--- src/rtl/uart_pkg.sv ---
// rtl/uart_pkg.sv - shared types and constants for the UART transmit path
package uart_pkg;

  typedef enum logic [2:0] {
    ST_IDLE,
    ST_START,
    ST_DATA,
`ifdef UART_TX_PARITY_EN
    ST_PARITY,
`endif
    ST_STOP
  } tx_state_t;

  localparam logic UART_IDLE_LEVEL      = 1'b1;
  localparam int   UART_DEFAULT_CLK_DIV = 868;

  // Width needed to count 0..n-1, never below one bit.
  function automatic int uart_width(input int n);
    return (n <= 2) ? 1 : $clog2(n);
  endfunction

  localparam int UART_CNT_W = uart_width(UART_DEFAULT_CLK_DIV);
  localparam int UART_IDX_W = uart_width(9);

endpackage

--- src/rtl/uart_tx_baud_cnt.sv ---
// rtl/uart_tx_baud_cnt.sv - restartable bit-period counter with terminal-count tick
module uart_tx_baud_cnt
  import uart_pkg::*;
#(
  parameter int CLK_DIV = UART_DEFAULT_CLK_DIV
) (
  input  logic i_clk,
  input  logic i_rst,
  input  logic restart,
  output logic bit_done
);

  localparam int CNT_W = uart_width(CLK_DIV);

  logic [CNT_W-1:0] cnt_q, cnt_d;

  always_comb begin
    bit_done = (cnt_q == CNT_W'(CLK_DIV - 1));
    cnt_d    = cnt_q + CNT_W'(1);
    if (restart || bit_done) begin
      cnt_d = '0;
    end
  end

  always_ff @(posedge i_clk or negedge i_rst) begin
    if (!i_rst) begin
      cnt_q <= '0;
    end else begin
      cnt_q <= cnt_d;
    end
  end

endmodule

--- src/rtl/uart_axis_tx.sv ---
// rtl/uart_axis_tx.sv - stream-fed UART transmitter with one-word holding buffer
// Optional even parity bit is compiled in with UART_TX_PARITY_EN.
module uart_axis_tx
  import uart_pkg::*;
#(
  parameter int DATA_WIDTH = 8,
  parameter int CLK_DIV    = UART_DEFAULT_CLK_DIV,
  parameter int STOP_BITS  = 1
) (
  input  logic                  i_clk,
  input  logic                  i_rst,
  input  logic [DATA_WIDTH-1:0] s_axis_data,
  input  logic                  s_axis_valid,
  output logic                  s_axis_ready,
  output logic                  o_tx,
  output logic                  o_busy
);

  localparam int IDX_W = uart_width(DATA_WIDTH);

  tx_state_t             state_q, state_d;
  logic [DATA_WIDTH-1:0] hold_q, hold_d;
  logic                  hold_full_q, hold_full_d;
  logic [DATA_WIDTH-1:0] shift_q, shift_d;
  logic [IDX_W-1:0]      idx_q, idx_d;
  logic                  tx_q, tx_d;
`ifdef UART_TX_PARITY_EN
  logic                  parity_q, parity_d;
`endif
  logic                  accept, load, restart, bit_done;

  uart_tx_baud_cnt #(.CLK_DIV(CLK_DIV)) u_baud (
    .i_clk    (i_clk),
    .i_rst    (i_rst),
    .restart  (restart),
    .bit_done (bit_done)
  );

  assign s_axis_ready = i_rst && !hold_full_q;
  assign accept       = s_axis_valid && s_axis_ready;
  assign o_busy       = (state_q != ST_IDLE) || hold_full_q;
  assign o_tx         = tx_q;

  always_comb begin
    state_d     = state_q;
    hold_d      = hold_q;
    hold_full_d = hold_full_q;
    shift_d     = shift_q;
    idx_d       = idx_q;
    tx_d        = UART_IDLE_LEVEL;
    load        = 1'b0;
    restart     = 1'b0;
`ifdef UART_TX_PARITY_EN
    parity_d    = parity_q;
`endif

    case (state_q)
      ST_IDLE: begin
        load = hold_full_q;
      end
      ST_START: begin
        tx_d = 1'b0;
        if (bit_done) begin
          state_d = ST_DATA;
          idx_d   = '0;
        end
      end
      ST_DATA: begin
        tx_d = shift_q[0];
        if (bit_done) begin
          shift_d = shift_q >> 1;
          if (idx_q == IDX_W'(DATA_WIDTH - 1)) begin
            idx_d = '0;
`ifdef UART_TX_PARITY_EN
            state_d = ST_PARITY;
`else
            state_d = ST_STOP;
`endif
          end else begin
            idx_d = idx_q + IDX_W'(1);
          end
        end
      end
`ifdef UART_TX_PARITY_EN
      ST_PARITY: begin
        tx_d = parity_q;
        if (bit_done) begin
          state_d = ST_STOP;
          idx_d   = '0;
        end
      end
`endif
      ST_STOP: begin
        if (bit_done) begin
          if (idx_q == IDX_W'(STOP_BITS - 1)) begin
            // A held word chains straight into the next start bit.
            load    = hold_full_q;
            state_d = ST_IDLE;
          end else begin
            idx_d = idx_q + IDX_W'(1);
          end
        end
      end
      default: state_d = ST_IDLE;
    endcase

    if (load) begin
      shift_d     = hold_q;
      hold_full_d = 1'b0;
      state_d     = ST_START;
      idx_d       = '0;
      restart     = 1'b1;
`ifdef UART_TX_PARITY_EN
      parity_d    = ^hold_q;
`endif
    end

    if (accept) begin
      hold_d      = s_axis_data;
      hold_full_d = 1'b1;
    end
  end

  always_ff @(posedge i_clk or negedge i_rst) begin
    if (!i_rst) begin
      state_q     <= ST_IDLE;
      hold_q      <= '0;
      hold_full_q <= 1'b0;
      shift_q     <= '0;
      idx_q       <= '0;
      tx_q        <= UART_IDLE_LEVEL;
`ifdef UART_TX_PARITY_EN
      parity_q    <= 1'b0;
`endif
    end else begin
      state_q     <= state_d;
      hold_q      <= hold_d;
      hold_full_q <= hold_full_d;
      shift_q     <= shift_d;
      idx_q       <= idx_d;
      tx_q        <= tx_d;
`ifdef UART_TX_PARITY_EN
      parity_q    <= parity_d;
`endif
    end
  end

endmodule

--- config.mk ---
export PLATFORM = sky130hd
export DESIGN_NAME = uart_axis_tx
export DESIGN_NICKNAME = d
export VERILOG_FILES = /design/src/rtl/uart_pkg.sv /design/src/rtl/uart_tx_baud_cnt.sv /design/src/rtl/uart_axis_tx.sv
export SDC_FILE = /design/constraint.sdc
export NUM_CORES = 1
export LEC_CHECK = 0
export CAP_MARGIN = 10
export CORE_MARGIN = 8
export CORE_UTILIZATION = 61
export CTS_CLUSTER_DIAMETER = 50
export DETAILED_ROUTE_END_ITERATION = 8
export PLACE_DENSITY = 0.85
export RECOVER_POWER = 100
export SYNTH_ARGS = -nofsm -noshare
export SYNTH_HDL_FRONTEND = slang
export SYNTH_SLANG_ARGS = --single-unit
--- constraint.sdc ---
create_clock -name i_clk -period 5.1 [get_ports i_clk]
set_input_delay 0.51 -clock i_clk [delete_from_list [all_inputs] [get_ports i_clk]]
set_output_delay 0.51 -clock i_clk [all_outputs]
set_load 0.01 [all_outputs]
Yosys cells after proc, flatten, opt, wreduce, memory -nomap -nowiden --
Index checks and enable logic that the tools add are counted.
Word-level totals: register bits 34, word-level logic and storage cells 61
Cells by class: $add $sub $neg 2, equal/unequal tests 12, multiplexer cells 25, reductions and logical operators 15
Operators with widths (count):
- 3-bit two-way mux | 12
- 8-bit two-way mux | 3
- 3-bit != test (second input constant) | 6
- 3-bit one-hot mux with 4 select lines | 1
- 10-bit by 1-bit adder with 10-bit output (second input constant) | 1
- 10-bit equality test (second input constant) | 1
- 10-bit two-way mux | 1
- 3-bit one-hot mux with 3 select lines | 1
- 3-bit by 2-bit equality test with 1-bit output (second input constant) | 2
- 3-bit zero test | 2
- 6-bit AND reduction | 1
- 2-bit nonzero test | 3
- 1-bit two-way mux | 5
- 5-bit AND reduction | 1
- 1-bit one-hot mux with 2 select lines | 2
- 4-bit nonzero test | 1
- 3-bit by 1-bit adder with 3-bit output (second input constant) | 1
- 3-bit by 1-bit equality test with 1-bit output (second input constant) | 1
- 3-bit equality test (second input constant) | 1
- 3-bit nonzero test | 1
- 1-bit logical AND | 2
- 1-bit logical OR | 2
- 2-bit != test (second input constant) | 1
- 2-bit AND reduction | 1
- 1-bit zero test | 1

Depth between registers and ports, before layout --
Gate-level depths: netlist of run 1.
word-level depth 7, gate-level depth with buffers 8, depth with buffers taken out 7

Cells and area by module --
Synthesis of run 1 repeated with hierarchy kept, for this count alone.
Second synthesis, totals: cell total of the unflattened synthesis 151, area total of the unflattened synthesis 1642.8 µm²
Modules (own cells, without submodules):
- uart_axis_tx | times used 1, cells an instance 99, area each 1128.6 µm², seq. area each 576.8 µm²
- uart_tx_baud_cnt | times used 1, cells an instance 52, area each 514.2 µm², seq. area each 250.2 µm²

Worst setup path after synthesis of run 1 --
OpenSTA, ideal clock, no wires.
path kind reg-to-reg, from reg state_q[0], to reg shift_q[0], setup time 0.126 ns, arrival time 1.701 ns, slack 3.274 ns, stages on the path, launching flop included 8, buffers on the path 1, cells stage by stage dfrtp_1 > inv_1 > ha_1 > nand2b_1 > o31ai_4 > buf_6 > mux2i_1 > a21oi_2
Between the ends: cells in the longest elaborated chain, start to end 4, elaborated cells between the ends (all ways) 8
RTL lines:
- start: declaration | line uart_axis_tx.sv:21 | tx_state_t state_q, state_d;
- start signal: assignment | line uart_axis_tx.sv:136 | state_q <= state_d;
- 3-bit by 2-bit equality test with 1-bit output or 3-bit zero test (tied branches) | line uart_axis_tx.sv:57 | case (state_q)
- 1-bit one-hot mux with 2 select lines | line uart_axis_tx.sv:57
- 2-bit nonzero test (no line)
- 2-bit AND reduction (no line)
- end signal: assignment | line uart_axis_tx.sv:139 | shift_q <= shift_d;
- end: declaration | line uart_axis_tx.sv:24 | logic [DATA_WIDTH-1:0] shift_q, shift_d;
Parallel ways exist; a longest one is shown, timed or not. A chain may end at the register's enable or synchronous reset.

Worst setup path in the final report of run 1 --
from reg u_baud.cnt_q[0], to reg state_q[1]
Between the ends: cells in the longest elaborated chain, start to end 5, elaborated cells between the ends (all ways) 11
RTL lines:
- start: declaration | line uart_tx_baud_cnt.sv:15 | logic [CNT_W-1:0] cnt_q, cnt_d;
- start signal: assignment | line uart_tx_baud_cnt.sv:29 | cnt_q <= cnt_d;
- 10-bit equality test (*) | line uart_tx_baud_cnt.sv:18 | bit_done = (cnt_q == CNT_W'(CLK_DIV - 1));
- 1-bit two-way mux | line uart_axis_tx.sv:94 | if (bit_done) begin
- 1-bit one-hot mux with 2 select lines | line uart_axis_tx.sv:57
- 3-bit != test (no line) or 2-bit != test (tied branches)
- 6-bit AND reduction (no line)
Every way passes the cells marked *; elsewhere a longest branch is shown, timed or not.

==> run_results.csv, run 1 <==
group,metric,value,unit
run_status,status,"finished, violations left",
run_status,failed_checks,"max-capacitance violations, max-slew violations",
clocking,post_cts_resized,0,
floorplan,core_region_area,2660,sq um
clocking,cts-root-buf,"clkbuf_4",
finish,final_nets,188,
clocking,post_cts_buffers,0,
synth,synthCells,150,
grt,busiest_layer,"met2",
run,cap_violations,1,
timing,slew_headroom,-29.3,%
power_and_ir_drop,p_per_area,271,nW/um^2
critical_path,path_class,"register to register",
synth,yosysSeqAreaShare,49.9,%
placed_design,globalplace.congestion,0.823,
power_and_ir_drop,power_leakage,0.000842,uW
clocking,cts_buffer_depth,2,
floorplan,row_count,19,
synth,ys_warn_count,0,
grt,first_global_vias,1222,
clocking,cts.sinks,33,
synth,synth_area,1660,sq um
timing,fin_crit_sh,65.4,%
critical_path,start_kind,"register",
route,drtIter0Drc,62,
power_and_ir_drop,p_int,378,uW
synth,synth_top_cells_by_area,"dfrtp_1 (48%), mux2_2 (6.1%), ha_1 (6.0%)",
timing,hold_viol,0,
synth,synth.distinct_cells,35,
timing,setup_viol,0,
finish,antennaDiodeCount,0,
power_and_ir_drop,pwr-share-comb,10.2,%
power_and_ir_drop,p_total,501,uW
power_and_ir_drop,ir_worst_vdd,0.000268,V
floorplan,die-area,4640,sq um
grt,overflow,0,
critical_path,critical_path_required,5.34,ns
clocking,cts_buffers,5,
timing,rsz0062_at_grt,"false",
power_and_ir_drop,clockPowerShare,27.7,%
critical_path,cp-end-kind,"register",
critical_path,crit_slowest_cell,"o31ai_1",
synth,syn_area_per_cell,11.0,sq um
synth,yosys.cell_count.top_type,"dfrtp_1",
timing,finalClockSkew,0.0163,ns
power_and_ir_drop,p_seq_share,62.0,%
synth,async_flop_share,100,%
route,drc,0,
synth,synth_common_cells,"dfrtp_1 (32), nor2_1 (17), nand2_1 (10)",
floorplan,start_util,62.2,%
finish,syn2layout_area_growth,11.6,%
synth,ys_seq_elements,33,
timing,setup_tns,0,ns
route,viasPerCell,5.60,
route,wl,2.99,mm
synth,yosys.area.top_type,"dfrtp_1",
route,first_pass_iters,5,
timing,drv_slew,14,
critical_path,cp.arrival,3.57,ns
grt,met1_usage,17.2,%
grt,grt_max_degree,35,
placed_design,dp_hpwl,2.18,mm
synth,synth_fp_nets,169,
critical_path,cpPeakStageDelay,1.54,ns
floorplan,ios,14,
grt,met3_usage,5.89,%
grt,antenna_found_initial,0,
clocking,path_clk_slew,0.11,ns
power_and_ir_drop,swShare,24.5,%
hold_path,hold_path.class,"register to register",
finish,drive_above_1_share,14.7,%
timing,holdWs,0.505,ns
power_and_ir_drop,p_switching,122,uW
route,antenna_left,0,
timing,clock.fmax,300,MHz
clocking,htreeDepth,2,
critical_path,cp_cell_sequence,"ha_1 -> nor3b_1 -> nand4_2 -> o31ai_1 -> nand2b_1 -> mux2_2",
timing,worstMarginPinSlew,1.92,ns
placed_design,io_buffer_count,13,
route,num_vias,1125,
clocking,cts_tree,"built",
clocking,clock_latency,0.34,ns
synth,synth_top_cell_area_share,48.3,%
route,wl_per_cell,14.9,microns
floorplan,die_h,68.1,microns
grt,met2_usage,26.1,%
timing,min_period,3.34,ns
clocking,cts_hold_buf,0,
critical_path,path_max_fanout,13,
grt,groute.usage.overall,15.7,%
synth,synth_edf_count,0,
floorplan,fp.dieW,68.1,microns
synth,synth_ff_type,"dfrtp_1",
grt,grt_pass1_wl,5.42,mm
[cell families after synthesis]
logic type,count (synthesis),share of synthesized area [%]
compound gates,24,10.5
xor+xnor,7,3.70
fa+ha+maj,8,6.04
buf+inv,10,2.79
flops,33,49.9
mux,17,11.0
simple gates,51,16.1
[layout make-up]
cell class / instances / area [sq um]
inverters: 8 / 30.0
fillers: 219 / 813
well taps: 31 / 38.8
clock inverters: 2 / 10.0
multi-input cells: 107 / 764
flip-flops and latches: 33 / 827
repair buffers: 14 / 138
clock buffers: 6 / 41.3
[cells in the final DEF (no fill, tap or decap), types with 2 or more instances in the layout]
cell type        count
nand3_1              5
clkdlybuf4s50_1      9
nand2b_1             3
xor2_1               3
nor2b_1              3
xnor2_1              4
mux2i_1              8
a21oi_1              4
mux2_2               9
o21ai_0              8
clkinv_2             2
a21oi_2              6
ha_1                 8
and3_1               3
nor2_1              17
or3_1                2
inv_1                8
nand2_1             10
clkbuf_4             5
dfrtp_1             32
dlygate4sd3_1        4
[routing by layer]
layer,up-vias,part of all wire (%)
met4,0,1.8
met2,13,52
met3,6,4.1
met1,547,42
met5,-,0
li1,559,-
[power by group through the flow]
stage	combinational [uW]	sequential [uW]	clock, uW
2_1_floorplan	33.3	309	0
3_3_place_gp	49.2	313	0
3_5_place_dp	52.6	316	0
4_1_cts	52.8	311	146
5_1_grt	56.5	314	154
6_report	51.2	311	139
[flip-flops by register name (all words and copies together), names as in the netlist]
register	cells
hold_q	8
shift_q	8
o_tx	1
hold_full_q	1
u_baud.cnt_q	10
idx_q	3
state_q	2
[final timing paths]
| kind | depth (start not counted) | to | slack, ns | from |
|---|---|---|---|---|
| max reg2reg | 6 | state_q[1] | 1.76 | u_baud.cnt_q[0] |
| min | 1 | u_baud.cnt_q[0] | 0.51 | u_baud.cnt_q[0] |
| max | 6 | state_q[1] | 1.76 | u_baud.cnt_q[0] |
| max in group asynchronous | 2 | o_tx | 4.14 | i_rst |
| min in group asynchronous | 2 | shift_q[0] | 0.64 | i_rst |
| min reg2reg | 1 | u_baud.cnt_q[0] | 0.51 | u_baud.cnt_q[0] |
[critical path: cells and delay by family (launching register included)]
family	cells	cell delay [ns]
DFF	1	0.41
adders and majority gates	1	0.21
AOI/OAI and AO/OA	1	1.54
and+or+nand+nor	3	0.74
muxes	1	0.33
[metrics by stage]
stage	instance area (sq um)	util, %	setup slack, ns	cells
3_3_place_gp	1820	68.2	2.46	193
3_5_place_dp	1820	68.2	2.39	193
4_1_cts	1870	70.2	2.39	201
5_1_grt	1850	69.5	1.49	201
2_1_floorplan	1660	-	3.27	150
6_report	1850	69.5	1.76	201
Note: power is estimated with default switching activity, not from simulation.
==> inputs of run 2 (changes only) <==
CORE_UTILIZATION = 56   (was 61)
PLACE_DENSITY = 0.79   (was 0.85)
clock period = 3.5 ns   (was 5.1 ns; I/O delays follow)
==> run_results.csv, run 2 (synthesized netlist as in run 1, its figures left out) <==
group,metric,value,unit
timing,finalClockSkew,0.00723,ns
timing,setup_viol,0,
clocking,cts_buffers,5,
critical_path,path_class,"register to register",
placed_design,io_buffer_count,13,
critical_path,reg2regPathDepth,6,
route,drtIter0Drc,50,
timing,setup_tns,0,ns
power_and_ir_drop,power_leakage,0.000845,uW
clocking,post_cts_resized,0,
clocking,htreeDepth,2,
clocking,cts_hold_buf,0,
route,num_vias,1119,
critical_path,path_max_fanout,13,
grt,met1_usage,16.8,%
floorplan,fp.dieW,70.4,microns
floorplan,core_region_area,2780,sq um
finish,final_nets,188,
finish,mostFrequentLayoutCells,"dfrtp_1 (32), nor2_1 (17), nand2_1 (10)",
timing,fin_crit_sh,66.1,%
floorplan,die_h,70.4,microns
route,drc,0,
grt,first_global_vias,1134,
floorplan,die-area,4950,sq um
clocking,clock_latency,0.33,ns
hold_path,min-delay-start,"shift_q[0]",
run_status,failed_checks,"max-capacitance violations, max-slew violations",
power_and_ir_drop,ir_worst_vdd,0.000399,V
floorplan,row_count,19,
clocking,path_clk_slew,0.11,ns
route,wl_per_cell,14.6,microns
hold_path,whs_endpoint,"o_tx",
finish,largest_register_ffs,10,
critical_path,cp-end-kind,"register",
finish,antennaDiodeCount,0,
placed_design,globalplace.congestion,0.800,
clocking,cts-root-buf,"clkbuf_4",
critical_path,start_kind,"register",
hold_path,hold_path_depth,2,
timing,slew_headroom,-14.7,%
critical_path,path_buf_inv,1,
critical_path,r2r_end,"state_q[1]",
grt,met3_usage,3.67,%
critical_path,cp.arrival,2.54,ns
route,first_pass_iters,4,
run,cap_violations,1,
hold_path,hold_path.class,"register to register",
critical_path,r2r-start,"state_q[0]",
clocking,cts.sinks,33,
timing,clock.fmax,432,MHz
clocking,cts_tree,"built",
timing,hold_viol,0,
critical_path,cp_cell_sequence,"inv_1 -> ha_1 -> nand2b_1 -> o31ai_4 -> nand2b_1 -> mux2_2",
critical_path,cpPeakStageDelay,0.65,ns
grt,grt_pass1_wl,5.21,mm
grt,met2_usage,18.5,%
route,wl,2.93,mm
finish,syn2layout_area_growth,12.8,%
grt,grt_max_degree,34,
timing,rsz0062_at_grt,"false",
finish,final_common_cell,"dfrtp_1",
finish,max_flop_register,"u_baud.cnt_q",
power_and_ir_drop,p_per_area,392,nW/um^2
timing,worstMarginPinSlew,1.72,ns
grt,groute.usage.overall,12.8,%
critical_path,critical_path_required,3.73,ns
clocking,cts_buffer_depth,2,
critical_path,crit_family,"compound AO/OA/AOI/OAI gates",
placed_design,dp_hpwl,2.19,mm
floorplan,start_util,59.6,%
route,viasPerCell,5.57,
timing,min_period,2.31,ns
timing,holdWs,0.500,ns
clocking,post_cts_buffers,0,
run_status,status,"finished, violations left",
timing,drv_slew,34,
critical_path,crit_slowest_cell,"o31ai_4",
grt,busiest_layer,"met2",
floorplan,ios,14,
critical_path,cp_common_cell,"nand2b_1",
finish,drive_above_1_share,15.9,%
route,antenna_left,0,
critical_path,r2r_setup_slack,1.19,ns
finish,largestRegisters,"u_baud.cnt_q: 10 flops, hold_q: 8 flops, shift_q: 8 flops",
grt,overflow,0,
grt,antenna_found_initial,0,
## run 2: cell count changes in the layout (fill, tap and decap cells not counted), sizes merged
cell / previous run / this run
buf: 1 / 0
clkinvlp: 0 / 1
## run 2: through the flow
step / utilization (%) / setup slack [ns] / std cells / instance area, sq um / total power (uW)
3_3_place_gp: 65.3 / 1.26 / 193 / 1820 / 530
5_1_grt: 67.2 / 0.983 / 201 / 1870 / 772
6_report: 67.2 / 1.19 / 201 / 1870 / 732
4_1_cts: 67.3 / 1.17 / 201 / 1870 / 744
2_1_floorplan: - / 1.67 / 150 / 1660 / 499
3_5_place_dp: 65.3 / 1.19 / 193 / 1820 / 536
## run 2: final cells by class
type,count,area [sq um]
sequential,33,827
inverter,8,30.0
fill,222,913
multi-input combinational,107,783
timing repair buffer,14,134
tap,31,38.8
clock buffer,5,37.5
clock inverter,3,17.5
## run 2: worst reg2reg max path, cell delays in order, from the launching register on
cell      delay, ns
dfrtp_1        0.42
inv_1          0.08
ha_1           0.31
nand2b_1       0.22
o31ai_4        0.65
nand2b_1       0.20
mux2_2         0.33
## run 2: how the worst max path moves through the flow
stage               start         endpoint  slack (ns)  cells after the start
5_1_grt             i_rst  u_baud.cnt_q[0]        0.98                      2
2_1_floorplan  state_q[0]       shift_q[0]        1.67                      7
3_3_place_gp   state_q[0]       state_q[1]        1.26                      6
3_5_place_dp   state_q[0]       state_q[1]        1.19                      6
6_report       state_q[0]       state_q[1]        1.19                      6
4_1_cts        state_q[0]       state_q[1]        1.17                      6
## run 2: per-layer routing
metal  share of wire (%)  up-vias
met5                   0        -
met4                 1.6        0
met3                 4.2        5
met2                  46       22
met1                  48      536
li1                    -      556
## run 2: where the power goes
group / internal, uW / switching, uW / total [uW]
clock network: 75.7 / 132 / 207
registers: 427 / 24.2 / 451
logic: 47.1 / 26.2 / 73.3
total: 550 / 182 / 732
==> inputs of run 3 (changes only) <==
clock period = 2.2 ns   (was 3.5 ns; I/O delays follow)
==> run_results.csv, run 3 (synthesized netlist as in run 1, its figures left out) <==
group,metric,value,unit
run_status,status,"finished, final reports clean",
route,wl,3.03,mm
critical_path,cp-end-kind,"register",
finish,final_nets,191,
critical_path,cp_cell_sequence,"inv_1 -> ha_1 -> nand2b_1 -> o31ai_4 -> buf_4 -> mux2i_1 -> a21oi_2",
route,antenna_left,0,
critical_path,critical_path_required,2.42,ns
timing,finalClockSkew,0.0114,ns
critical_path,path_buf_inv,2,
timing,slew_headroom,46.0,%
clocking,post_cts_buffers,0,
placed_design,io_buffer_count,13,
critical_path,start_kind,"register",
critical_path,path_class,"register to register",
finish,drive_above_1_share,16.8,%
power_and_ir_drop,power_leakage,0.000865,uW
timing,clock.fmax,494,MHz
clocking,cts_buffer_depth,2,
timing,fin_crit_sh,92.0,%
floorplan,core_region_area,2780,sq um
grt,grt_max_degree,34,
timing,drv_slew,0,
hold_path,hold_path.class,"input port to register",
critical_path,crit_family,"compound AO/OA/AOI/OAI gates",
clocking,htreeDepth,2,
finish,final_area,1890,sq um
clocking,post_cts_resized,0,
finish,max_flop_register,"u_baud.cnt_q",
route,drtIter0Drc,63,
grt,antenna_found_initial,0,
clocking,cts_buffers,5,
clocking,cts_hold_buf,0,
grt,first_global_vias,1179,
floorplan,start_util,59.6,%
finish,fillers,206,
grt,grt_pass1_wl,5.29,mm
placed_design,globalplace.congestion,0.862,
clocking,cts-root-buf,"clkbuf_4",
timing,worstMarginPinSlew,0.810,ns
floorplan,die-area,4950,sq um
floorplan,ios,14,
clocking,path_clk_slew,0.10,ns
floorplan,fp.dieW,70.4,microns
finish,final_common_cell,"dfrtp_1",
floorplan,die_h,70.4,microns
critical_path,cp.arrival,2.25,ns
grt,overflow,0,
power_and_ir_drop,p_per_area,616,nW/um^2
route,first_pass_iters,4,
finish,largestRegisters,"u_baud.cnt_q: 10 flops, hold_q: 8 flops, shift_q: 8 flops",
route,wl_per_cell,14.8,microns
critical_path,cpPeakStageDelay,0.41,ns
timing,min_period,2.02,ns
clocking,clock_latency,0.33,ns
timing,rsz0062_at_grt,"false",
finish,mostFrequentLayoutCells,"dfrtp_1 (32), nor2_1 (17), nand2_1 (10)",
clocking,cts_tree,"built",
timing,hold_viol,0,
critical_path,crit_slowest_cell,"dfrtp_1",
grt,groute.usage.overall,13.2,%
finish,largest_register_ffs,10,
route,viasPerCell,5.54,
power_and_ir_drop,ir_worst_vdd,0.000547,V
timing,setup_viol,0,
critical_path,path_max_fanout,5,
route,drc,0,
finish,syn2layout_area_growth,14.0,%
finish,antennaDiodeCount,0,
floorplan,row_count,19,
placed_design,dpl-instance-area,1840,sq um
timing,setup_tns,0,ns
route,num_vias,1130,
placed_design,dp_hpwl,2.18,mm
clocking,cts.sinks,33,
run,cap_violations,0,
-- run 3: cell types whose count changed in the layout (fill, tap and decap cells not counted), sizes merged --
cell,previous run,this run
buf,0,3
clkbuf,6,7
clkinvlp,1,0
-- run 3: cell type report --
class / count / area [sq um] / share of cell area [%]
Sequential cell: 33 / 827 / 43.8
Multi-Input combinational cell: 107 / 783 / 41.5
Timing Repair Buffer: 17 / 158 / 8.35
Inverter: 8 / 30.0 / 1.59
Tap cell: 31 / 38.8 / 2.05
Clock inverter: 2 / 10.0 / 0.530
Clock buffer: 6 / 41.3 / 2.19
-- run 3: final timing paths --
path | from | to | slack, ns | depth (start not counted)
worst max-delay path | state_q[0] | shift_q[1] | 0.18 | 7
worst min-delay path | s_axis_data[0] | hold_q[0] | 0.50 | 2
worst max register to register | state_q[0] | shift_q[1] | 0.18 | 7
worst min register to register | u_baud.cnt_q[0] | u_baud.cnt_q[0] | 0.50 | 1
max in group asynchronous | i_rst | u_baud.cnt_q[9] | 1.09 | 2
min in group asynchronous | i_rst | idx_q[1] | 0.59 | 2
-- run 3: through the flow --
step	worst slack (ns)	util [%]	hold slack [ns]	total power, uW	cells
finish	0.177	67.9	0.496	1160	204
global route	0.0251	67.9	0.486	1220	204
CTS	0.173	68.0	0.372	1180	204
detailed placement	0.202	66.1	0.477	851	196
global placement	0.251	66.1	0.468	843	196
floorplan	0.374	-	-0.0756	794	150
-- run 3: power by group --
| part | switching [uW] | total, uW | internal (uW) | leakage [uW] |
|---|---|---|---|---|
| Combinational | 45.2 | 119 | 73.7 | 0.000417 |
| Sequential | 40.3 | 719 | 679 | 0.000416 |
| Clock | 203 | 324 | 122 | 0.0000320 |
| Total | 288 | 1160 | 875 | 0.000865 |
-- run 3: per-layer routing --
layer	GRT usage [%]	part of all wire [%]	vias to the layer above
li1	-	-	565
met5	0	0	-
met3	4.24	3.6	7
met2	21.0	47	20
met1	15.8	47	538
met4	5.80	1.5	0
